===== src/rtl/arrow_scroller.sv =====
// rtl/arrow_scroller.sv - arrow queue, scroller and hit judge feeding the sprite renderer
module arrow_scroller #(
    parameter int DEPTH      = 8,
    parameter int LANE_X0    = 400,
    parameter int LANE_PITCH = 48,
    parameter int SPAWN_Y    = 688,
    parameter int TARGET_Y   = 64,
    parameter int SPEED      = 4,
    parameter int WINDOW     = 16,
    localparam int AW        = $clog2(DEPTH)
) (
    input  logic          clk_in,
    input  logic          rst_in,
    input  logic          frame_in,
    input  logic          spawn_valid_in,
    input  logic [1:0]    spawn_dir_in,
    output logic          spawn_ready_out,
    input  logic          hit_valid_in,
    input  logic [1:0]    hit_dir_in,
    input  logic [AW-1:0] rd_slot_in,
    output logic          rd_valid_out,
    output logic [10:0]   rd_x_out,
    output logic [9:0]    rd_y_out,
    output logic [1:0]    rd_rotate_out,
    output logic          rd_next_out,
    output logic          hit_out,
    output logic          miss_out,
    output logic [AW:0]   count_out
);

    typedef enum logic [1:0] {IDLE, SCROLL, CHECK} state_t;

    state_t        state, state_nxt;
    logic [1:0]    dir_mem [DEPTH];
    logic [9:0]    y_mem   [DEPTH];
    logic [AW-1:0] head, tail;
    logic [AW:0]   count;
    logic          pend_valid;
    logic [1:0]    pend_dir;

    logic          push, pop, hit_nxt, miss_nxt, pend_set, pend_clr, judge;
    logic [1:0]    judge_dir;
    logic [1:0]    head_dir;
    logic [10:0]   head_y_w;
    logic          in_window, passed;
    logic [AW-1:0] rd_idx;
    logic          rd_ok;
    logic [1:0]    rd_dir;

    assign head_dir  = dir_mem[head];
    assign head_y_w  = {1'b0, y_mem[head]};
    assign in_window = (head_y_w + 11'(WINDOW) >= 11'(TARGET_Y)) &&
                       (head_y_w <= 11'(TARGET_Y + WINDOW));
    assign passed    = (head_y_w + 11'(WINDOW)) < 11'(TARGET_Y);

    assign spawn_ready_out = (state == IDLE) && (count < (AW+1)'(DEPTH));
    assign count_out       = count;

    assign rd_idx = head + rd_slot_in;
    assign rd_ok  = {1'b0, rd_slot_in} < count;
    assign rd_dir = dir_mem[rd_idx];

    // Next state, queue push/pop and hit/miss judgment
    always_comb begin
        state_nxt = state;
        push      = 1'b0;
        pop       = 1'b0;
        hit_nxt   = 1'b0;
        miss_nxt  = 1'b0;
        pend_set  = 1'b0;
        pend_clr  = 1'b0;
        judge     = 1'b0;
        judge_dir = hit_dir_in;
        case (state)
            IDLE: begin
                if (frame_in)
                    state_nxt = SCROLL;
                push = spawn_valid_in && spawn_ready_out;
                // A press held over from SCROLL/CHECK takes priority over a live one
                judge     = pend_valid || hit_valid_in;
                judge_dir = pend_valid ? pend_dir : hit_dir_in;
                pend_clr  = pend_valid;
                if (judge && count != '0) begin
                    if (head_dir == judge_dir && in_window) begin
                        pop     = 1'b1;
                        hit_nxt = 1'b1;
                    end else begin
                        miss_nxt = 1'b1;
                    end
                end
            end
            SCROLL: begin
                state_nxt = CHECK;
                pend_set  = hit_valid_in && !pend_valid;
            end
            CHECK: begin
                state_nxt = IDLE;
                pend_set  = hit_valid_in && !pend_valid;
                if (count != '0 && passed) begin
                    pop      = 1'b1;
                    miss_nxt = 1'b1;
                end
            end
            default: state_nxt = IDLE;
        endcase
    end

    // Control registers: state, pointers, count, pending press, pulses
    always_ff @(posedge clk_in) begin
        if (rst_in) begin
            state      <= IDLE;
            head       <= '0;
            tail       <= '0;
            count      <= '0;
            pend_valid <= 1'b0;
            pend_dir   <= 2'd0;
            hit_out    <= 1'b0;
            miss_out   <= 1'b0;
        end else begin
            state    <= state_nxt;
            hit_out  <= hit_nxt;
            miss_out <= miss_nxt;
            if (push)
                tail <= tail + 1'b1;
            if (pop)
                head <= head + 1'b1;
            count <= count + {{AW{1'b0}}, push} - {{AW{1'b0}}, pop};
            if (pend_set) begin
                pend_valid <= 1'b1;
                pend_dir   <= hit_dir_in;
            end else if (pend_clr) begin
                pend_valid <= 1'b0;
            end
        end
    end

    // Entry storage; stale entries also scroll, which is harmless since reads gate on count
    always_ff @(posedge clk_in) begin
        if (state == SCROLL) begin
            for (int i = 0; i < DEPTH; i++)
                y_mem[i] <= y_mem[i] - 10'(SPEED);
        end
        if (push) begin
            dir_mem[tail] <= spawn_dir_in;
            y_mem[tail]   <= 10'(SPAWN_Y);
        end
    end

    // Registered read port; invalid slots read as all zero
    always_ff @(posedge clk_in) begin
        if (rst_in) begin
            rd_valid_out  <= 1'b0;
            rd_x_out      <= '0;
            rd_y_out      <= '0;
            rd_rotate_out <= '0;
            rd_next_out   <= 1'b0;
        end else begin
            rd_valid_out  <= rd_ok;
            rd_x_out      <= rd_ok ? 11'(LANE_X0 + LANE_PITCH * int'(rd_dir)) : 11'd0;
            rd_y_out      <= rd_ok ? y_mem[rd_idx] : 10'd0;
            rd_rotate_out <= rd_ok ? rd_dir : 2'd0;
            rd_next_out   <= rd_ok && (rd_slot_in == '0);
        end
    end

endmodule


===== config.mk =====
export PLATFORM = sky130hd
export DESIGN_NAME = arrow_scroller
export DESIGN_NICKNAME = d
export VERILOG_FILES = /design/src/rtl/arrow_scroller.sv
export SDC_FILE = /design/constraint.sdc
export NUM_CORES = 1
export LEC_CHECK = 0
export ABC_AREA = 1
export ABC_CLOCK_PERIOD_IN_PS = 3250
export BUFFER_PORTS_ARGS = -buffer_cell sky130_fd_sc_hd__buf_2
export CORE_ASPECT_RATIO = 1.1
export CORE_UTILIZATION = 25
export DETAILED_ROUTE_END_ITERATION = 16
export GPL_ROUTABILITY_DRIVEN = 0
export PLACE_DENSITY_LB_ADDON = 0.3
export SETUP_SLACK_MARGIN = 0.05
export SYNTH_ARGS = -nofsm -noshare
export SYNTH_HDL_FRONTEND = slang
export SYNTH_SLANG_ARGS = --single-unit

===== constraint.sdc =====
create_clock -name clk_in -period 3.25 [get_ports clk_in]
set_clock_uncertainty 0.2 [all_clocks]
set_input_delay 0.1625 -clock clk_in [delete_from_list [all_inputs] [get_ports clk_in]]
set_output_delay 0.1625 -clock clk_in [all_outputs]
set_load 0.03 [all_outputs]

**Yosys cells after proc, flatten, opt, wreduce, memory -nomap -nowiden**

Memory sizes are Yosys's and may differ from the RTL's. A register that Yosys moved wholly into a read port is not among the register bits.
Index checks and enable logic that the tools add are counted.

- Memories kept: 2
- Logic and storage cells: 85
- Output and inout bits: 32
- Bits in read-only memories: 0
- Register bits: 32
- Bits in writable memories: 96
- Bits in latches: 0

- Magnitude comparators: 5
- Reduce and logical (&&, ||, !) cells: 18
- Shift-type cells: 0
- $add $sub $neg: 15
- Bitwise gates (word level): 2
- Mux-type cells: 26
- Div/mod/pow operators: 0
- Multipliers: 1
- Equal/unequal tests: 4

Memory list:

| name | depth | bits a word | rd ports | clocked after Yosys merged registers in | write ports | RTL line | text |
|---|---|---|---|---|---|---|---|
| y_mem | 8 | 10 | 10 | 2 | 8 | 35 | `logic [9:0] y_mem [DEPTH];` |
| dir_mem | 8 | 2 | 2 | 1 | 1 | 34 | `logic [1:0] dir_mem [DEPTH];` |

Operators with widths:

| kind | count |
|---|---|
| 10-bit by 3-bit subtractor with 10-bit output, second input constant | 8 |
| 1-bit two-way mux | 15 |
| 3-bit two-way mux | 5 |
| 10-bit by 5-bit adder with 11-bit output, second input constant | 1 |
| 11-bit by 7-bit greater-or-equal comparator with 1-bit output, second input constant | 1 |
| 11-bit by 7-bit < comparator with 1-bit output, second input constant | 1 |
| 9-bit by 8-bit adder with 10-bit output, first input constant | 1 |
| 10-bit by 7-bit <= comparator with 1-bit output, second input constant | 1 |
| 10-bit two-way mux | 1 |
| 10-bit OR reduction | 1 |
| 1-bit logical AND | 8 |
| 3-bit by 1-bit adder with 3-bit output, second input constant | 2 |
| 2-bit OR reduction | 3 |
| 4-bit by 1-bit adder with 4-bit output | 1 |
| 3-bit by 4-bit < comparator with 1-bit output | 1 |
| 4-bit < comparator, second input constant | 1 |
| 2-bit by 2-bit multiplier with 4-bit output, first input constant | 1 |
| 2-bit two-way mux | 2 |
| 1-bit case mux with 2 select lines | 2 |
| 2-bit case mux with 2 select lines | 1 |
| 4-bit nonzero test | 1 |
| 4-bit by 1-bit subtractor with 4-bit output | 1 |
| 3-bit adder | 1 |
| 3-bit zero test | 1 |
| 9 further kinds | 10 |

**Logic depth before layout (Yosys ltp)**

- Word-level depth: 9
- Gate-level depth with buffers: 22
- Gate-level depth less buffers: 20

**Least setup slack after synthesis**

OpenSTA, ideal clock, no wires.

- Path kind: reg2reg
- Start: register state[0]
- End: register count[2] (netlist: count_out[2])
- Cell stages (with the launch flop): 14
- Library setup time: 0.128 ns
- Path slack: 0.603 ns
- Arrival: 2.319 ns
- Buffers on the path: 0
- Cells stage by stage: dfxtp_1 > inv_1 > ha_1 > inv_1 > nor2_1 > nand2_1 > inv_1 > nand3_1 > nand2_1 > ha_1 > inv_1 > fa_1 > xor2_1 > nor2_1

- Cells in the longest elaborated chain, start to end: 6
- Elaborated cells on any way between the ends: 8
- Classes of those cells: 2 x add/sub; 1 x eq/ne; 2 x mux; 3 x reduce/logical

RTL lines:

| item | RTL line | text |
|---|---|---|
| from (decl) | 33 | `state_t state, state_nxt;` |
| from (signal assigned) | 120 | `state <= state_nxt;` |
| 2-bit zero test | 56 | `assign spawn_ready_out = (state == IDLE) && (count < (AW+1)'(DEPTH));` |
| 1-bit logical AND | 56 |  |
| net spawn_ready_out | 17 | `output logic spawn_ready_out,` |
| 1-bit logical AND | 78 | `push = spawn_valid_in && spawn_ready_out;` |
| 1-bit two-way mux | 74 | `case (state)` |
| 4-bit by 1-bit adder with 4-bit output | 127 | `count <= count + {{AW{1'b0}}, push} - {{AW{1'b0}}, pop};` |
| 4-bit by 1-bit subtractor with 4-bit output | 127 |  |
| to (signal assigned) | 127 |  |
| to (decl) | 37 | `logic [AW:0] count;` |

The timed path passes the listed nets, and every way through them passes these cells.
A chain may end at the register's enable or synchronous reset.

==> metrics.md <==
| Metric | Value |
|---|---|
| Status | complete, but fails checks |
| Failing checks | design-rule violations |
| Die height | 167.8 um |
| Fin. max-slew vios | 0 |
| Flop pwr share | 38.6% |
| R2r worst-path depth | 20 |
| Layout area overhead | 19.96% |
| Netlist cell types | 41 |
| Max-Cap Viols | 0 |
| Critical Path Sink | count_out[2] |
| Synth Flop Type | dfxtp_1 |
| Max Buffers Root-to-Sink | 2 |
| Final std cells w/o fill | 1271 |
| Setup ws final | 375.4 ps |
| Power Density | 751.1 nW/um2 |
| Largest net degree at the start of global routing | 37 |
| Syn Std Cell Area | 6251 um2 |
| Sequential share of the synthesized area | 39.71% |
| Reg2reg setup slack | 380 ps |
| Initial antenna violation count | 0 |
| Wire length per cell | 13.29 um |
| Placed Cells | 1224 |
| Post-layout net count | 985 |
| Maximum VDD drop | 0.0004018 V |
| Setup Viol. Count Final | 0 |
| Clock Power Share | 32.4% |
| Vias | 5754 |
| Sw frac | 37.49% |
| Hold WC Path Type | in2reg |
| CTS tree | yes |
| Data required, critical path | 3360 ps |
| Drt first pass iters | 13 |
| Crit path arrival time | 2980 ps |
| Worst-margin pin slew | 599.0 ps |
| Power Internal | 3.521 mW |
| Setup bufs post-CTS | 0 |
| GR Overflow Total | 0 |
| Ant. Diodes | 0 |
| Layout fillers | 2659 |
| DRC violations left | 1 |
| Async set-reset flop share out of synthesis | 0% |
| ANT nets after route | 0 |
| Yosys reg bits | 116 |
| Final WL | 16890 um |
| Clk root buf | clkbuf_16 |
| Port Buf Inserts | 36 |
| Crit Path Max Fanout | 24 |
| Final Core Density | 30.64% |
| CTS buffer count | 17 |
| Layout cells sized above 1 | 11.76% |
| Logic gate share of total power | 29.0% |
| CP startpoint kind | register |
| Part of the cycle the worst path needs | 88.45% |
| Setup CP Type | reg2reg |
| EDFF count, synth | 16 |
| YS warnings | 0 |
| Clock slew at reported path FFs | 60 ps |
| Initial core utilization | 25.54% |
| H-tree depth | 4 |
| Final min period | 2875 ps |
| Setup Total Neg Slack | 0 ps |
| Overall power | 5.632 mW |
| Switching power | 2.111 mW |
| DR vias/cell | 4.527 |
| Placed wire-length estimate | 12860 um |
| I/O pin cnt | 44 |
| Crit. End Element | register |
| Post-Synthesis Cells | 889 |
| DR iter-0 viols | 320 |
| LEAKAGE | 3.384 nW |
| Core footprint | 24470 um2 |
| Vias in the first global route | 5590 |
| Syn Area/Cell | 7.031 um2 |
| Placement Setup Slack | 329.4 ps |
| Clk_lat worst skew | 430 ps |
| First-pass GRT wire length | 28080 um |
| Sinks on Clock Net | 116 |
| Core Rows | 60 |
| Worst reg2reg path endpoint | count_out[2] |
| GRT Util Overall | 14.07% |
| Die X | 152.8 um |
| Max Freq | 347.9 MHz |
| Hold violation total from the final report | 0 |
| Slew margin rel. | 60.02% |
| Die area | 25640 um2 |
| RSZ-0062 raised after global routing | no |
worst max-delay path, stage by stage (launching register included):
cell and delay [ps]:
dfxtp_1 350, buf_4 170, inv_4 110, nand2_1 90, nand3_1 90, nand2_1 90, nand2_1 50, nand2_1 90
nand2_1 60, nand2_1 90, nand2_1 90, nor2_4 120, nand3_4 110, nand2_4 100, nand2_1 100, nand2_1 80
ha_1 130, inv_1 60, fa_1 390, xor2_1 140, nor2_1 50
stage by stage:
step           instance area [um2]  hold WS, ps
6_report                      7498        79.95
5_1_grt                       7498        159.7
4_1_cts                       7493        66.92
3_5_place_dp                  6766        182.7
3_3_place_gp                  6766        186.3
2_1_floorplan                 6274        31.57
power groups by stage:
stage / combinational (mW) / sequential, mW / clock [mW]
after floorplan: 1.13 / 2.19 / 0
after global placement: 1.60 / 2.20 / 0
after detailed placement: 1.61 / 2.19 / 0
after CTS: 1.64 / 2.17 / 1.87
after global routing: 1.91 / 2.24 / 1.94
final: 1.63 / 2.17 / 1.83
state kept, by name (all words and copies together) (netlist names), 3 cells and up, named ones only:
signal,count
rd_x_out,4
rd_y_out,8
head,3
tail,3
y_mem,64
dir_mem,16
count_out,4
synth_stat cells (6+ instances only):
master,number,area (um2)
o21ai_1,6,30.03
a21oi_1,92,460.4
nand2_1,171,641.9
clkbuf_1,16,60.06
ha_1,23,287.8
o21ai_0,90,450.4
buf_6,7,78.83
dfxtp_1,100,2002
buf_4,10,75.07
nor3_1,16,80.08
nor2_1,71,266.5
nand3_1,83,415.4
edfxtp_1,16,480.5
or2_2,11,68.82
inv_1,133,499.2
timing repair:
item / 4_1_cts / 5_1_grt
hold buffers: 15 / 0
hold endpoints to repair: 34 / 0
setup endpoints to repair: 0 / 1
gates resized for setup: 0 / 2
area by class of cell:
class	instances	area (um2)	share of cell area, %
multi-input cells	604	3039	40.53
flip-flops and latches	116	2484	33.12
well taps	310	387.9	5.173
clock inverters	14	126.4	1.685
clock buffers	18	450.4	6.007
inverters	136	515.5	6.875
repair buffers	73	495.5	6.608
cells by family (layout without fill, tap and decap cells):
| family | Yosys count | after routing | synth area share, % |
|---|---|---|---|
| AO/OA/AOI/OAI | 199 | 199 | 16.49 |
| XOR/XNOR | 5 | 5 | 0.7007 |
| adder cells (fa/ha/maj) | 25 | 25 | 5.244 |
| buffers and inverters | 175 | 241 | 12.09 |
| flip-flops | 116 | 116 | 39.71 |
| other | 1 | 7 | 0.05999 |
| AND/OR/NAND/NOR | 368 | 368 | 25.70 |
cells in the final DEF, fill, tap and decap left out, drive strengths merged, types with 2 or more instances in the layout:
master | netlist | routed
nor3 | 16 | 16
nand3 | 84 | 84
clkinvlp | 0 | 3
o32ai | 2 | 2
a21oi | 92 | 92
conb | 1 | 7
o211ai | 3 | 3
nand2 | 174 | 174
dfxtp | 100 | 100
xnor2 | 2 | 2
nand4 | 2 | 2
inv | 136 | 139
clkbuf | 16 | 18
nand3b | 4 | 4
dlygate4sd3 | 0 | 15
or2 | 13 | 13
a211oi | 2 | 2
nor2 | 72 | 72
clkinv | 0 | 7
fa | 2 | 2
o21ai | 97 | 97
xor2 | 3 | 3
buf | 23 | 58
ha | 23 | 23
edfxtp | 16 | 16
worst min-delay path by stage:
stage | start | end | slack, ps | cells after the start
after floorplan | rst_in | register | 30 | 1
after global placement | rd_slot_in[0] | rd_next_out | 190 | 2
after detailed placement | rd_slot_in[0] | rd_next_out | 180 | 2
after CTS | rd_slot_in[2] | rd_valid_out | 70 | 5
after global routing | rd_slot_in[2] | rd_valid_out | 160 | 5
final | rd_slot_in[2] | rd_valid_out | 80 | 5
metal layers:
metal  vias up  GRT usage (%)  wire length [um]
li1       3003              -                 -
met1      2595          17.18              7646
met2       127          23.81              7979
met3        29          3.037               783
met4         0          6.192               481
met5         -              0                 0
(Power assumes the default switching activity.)
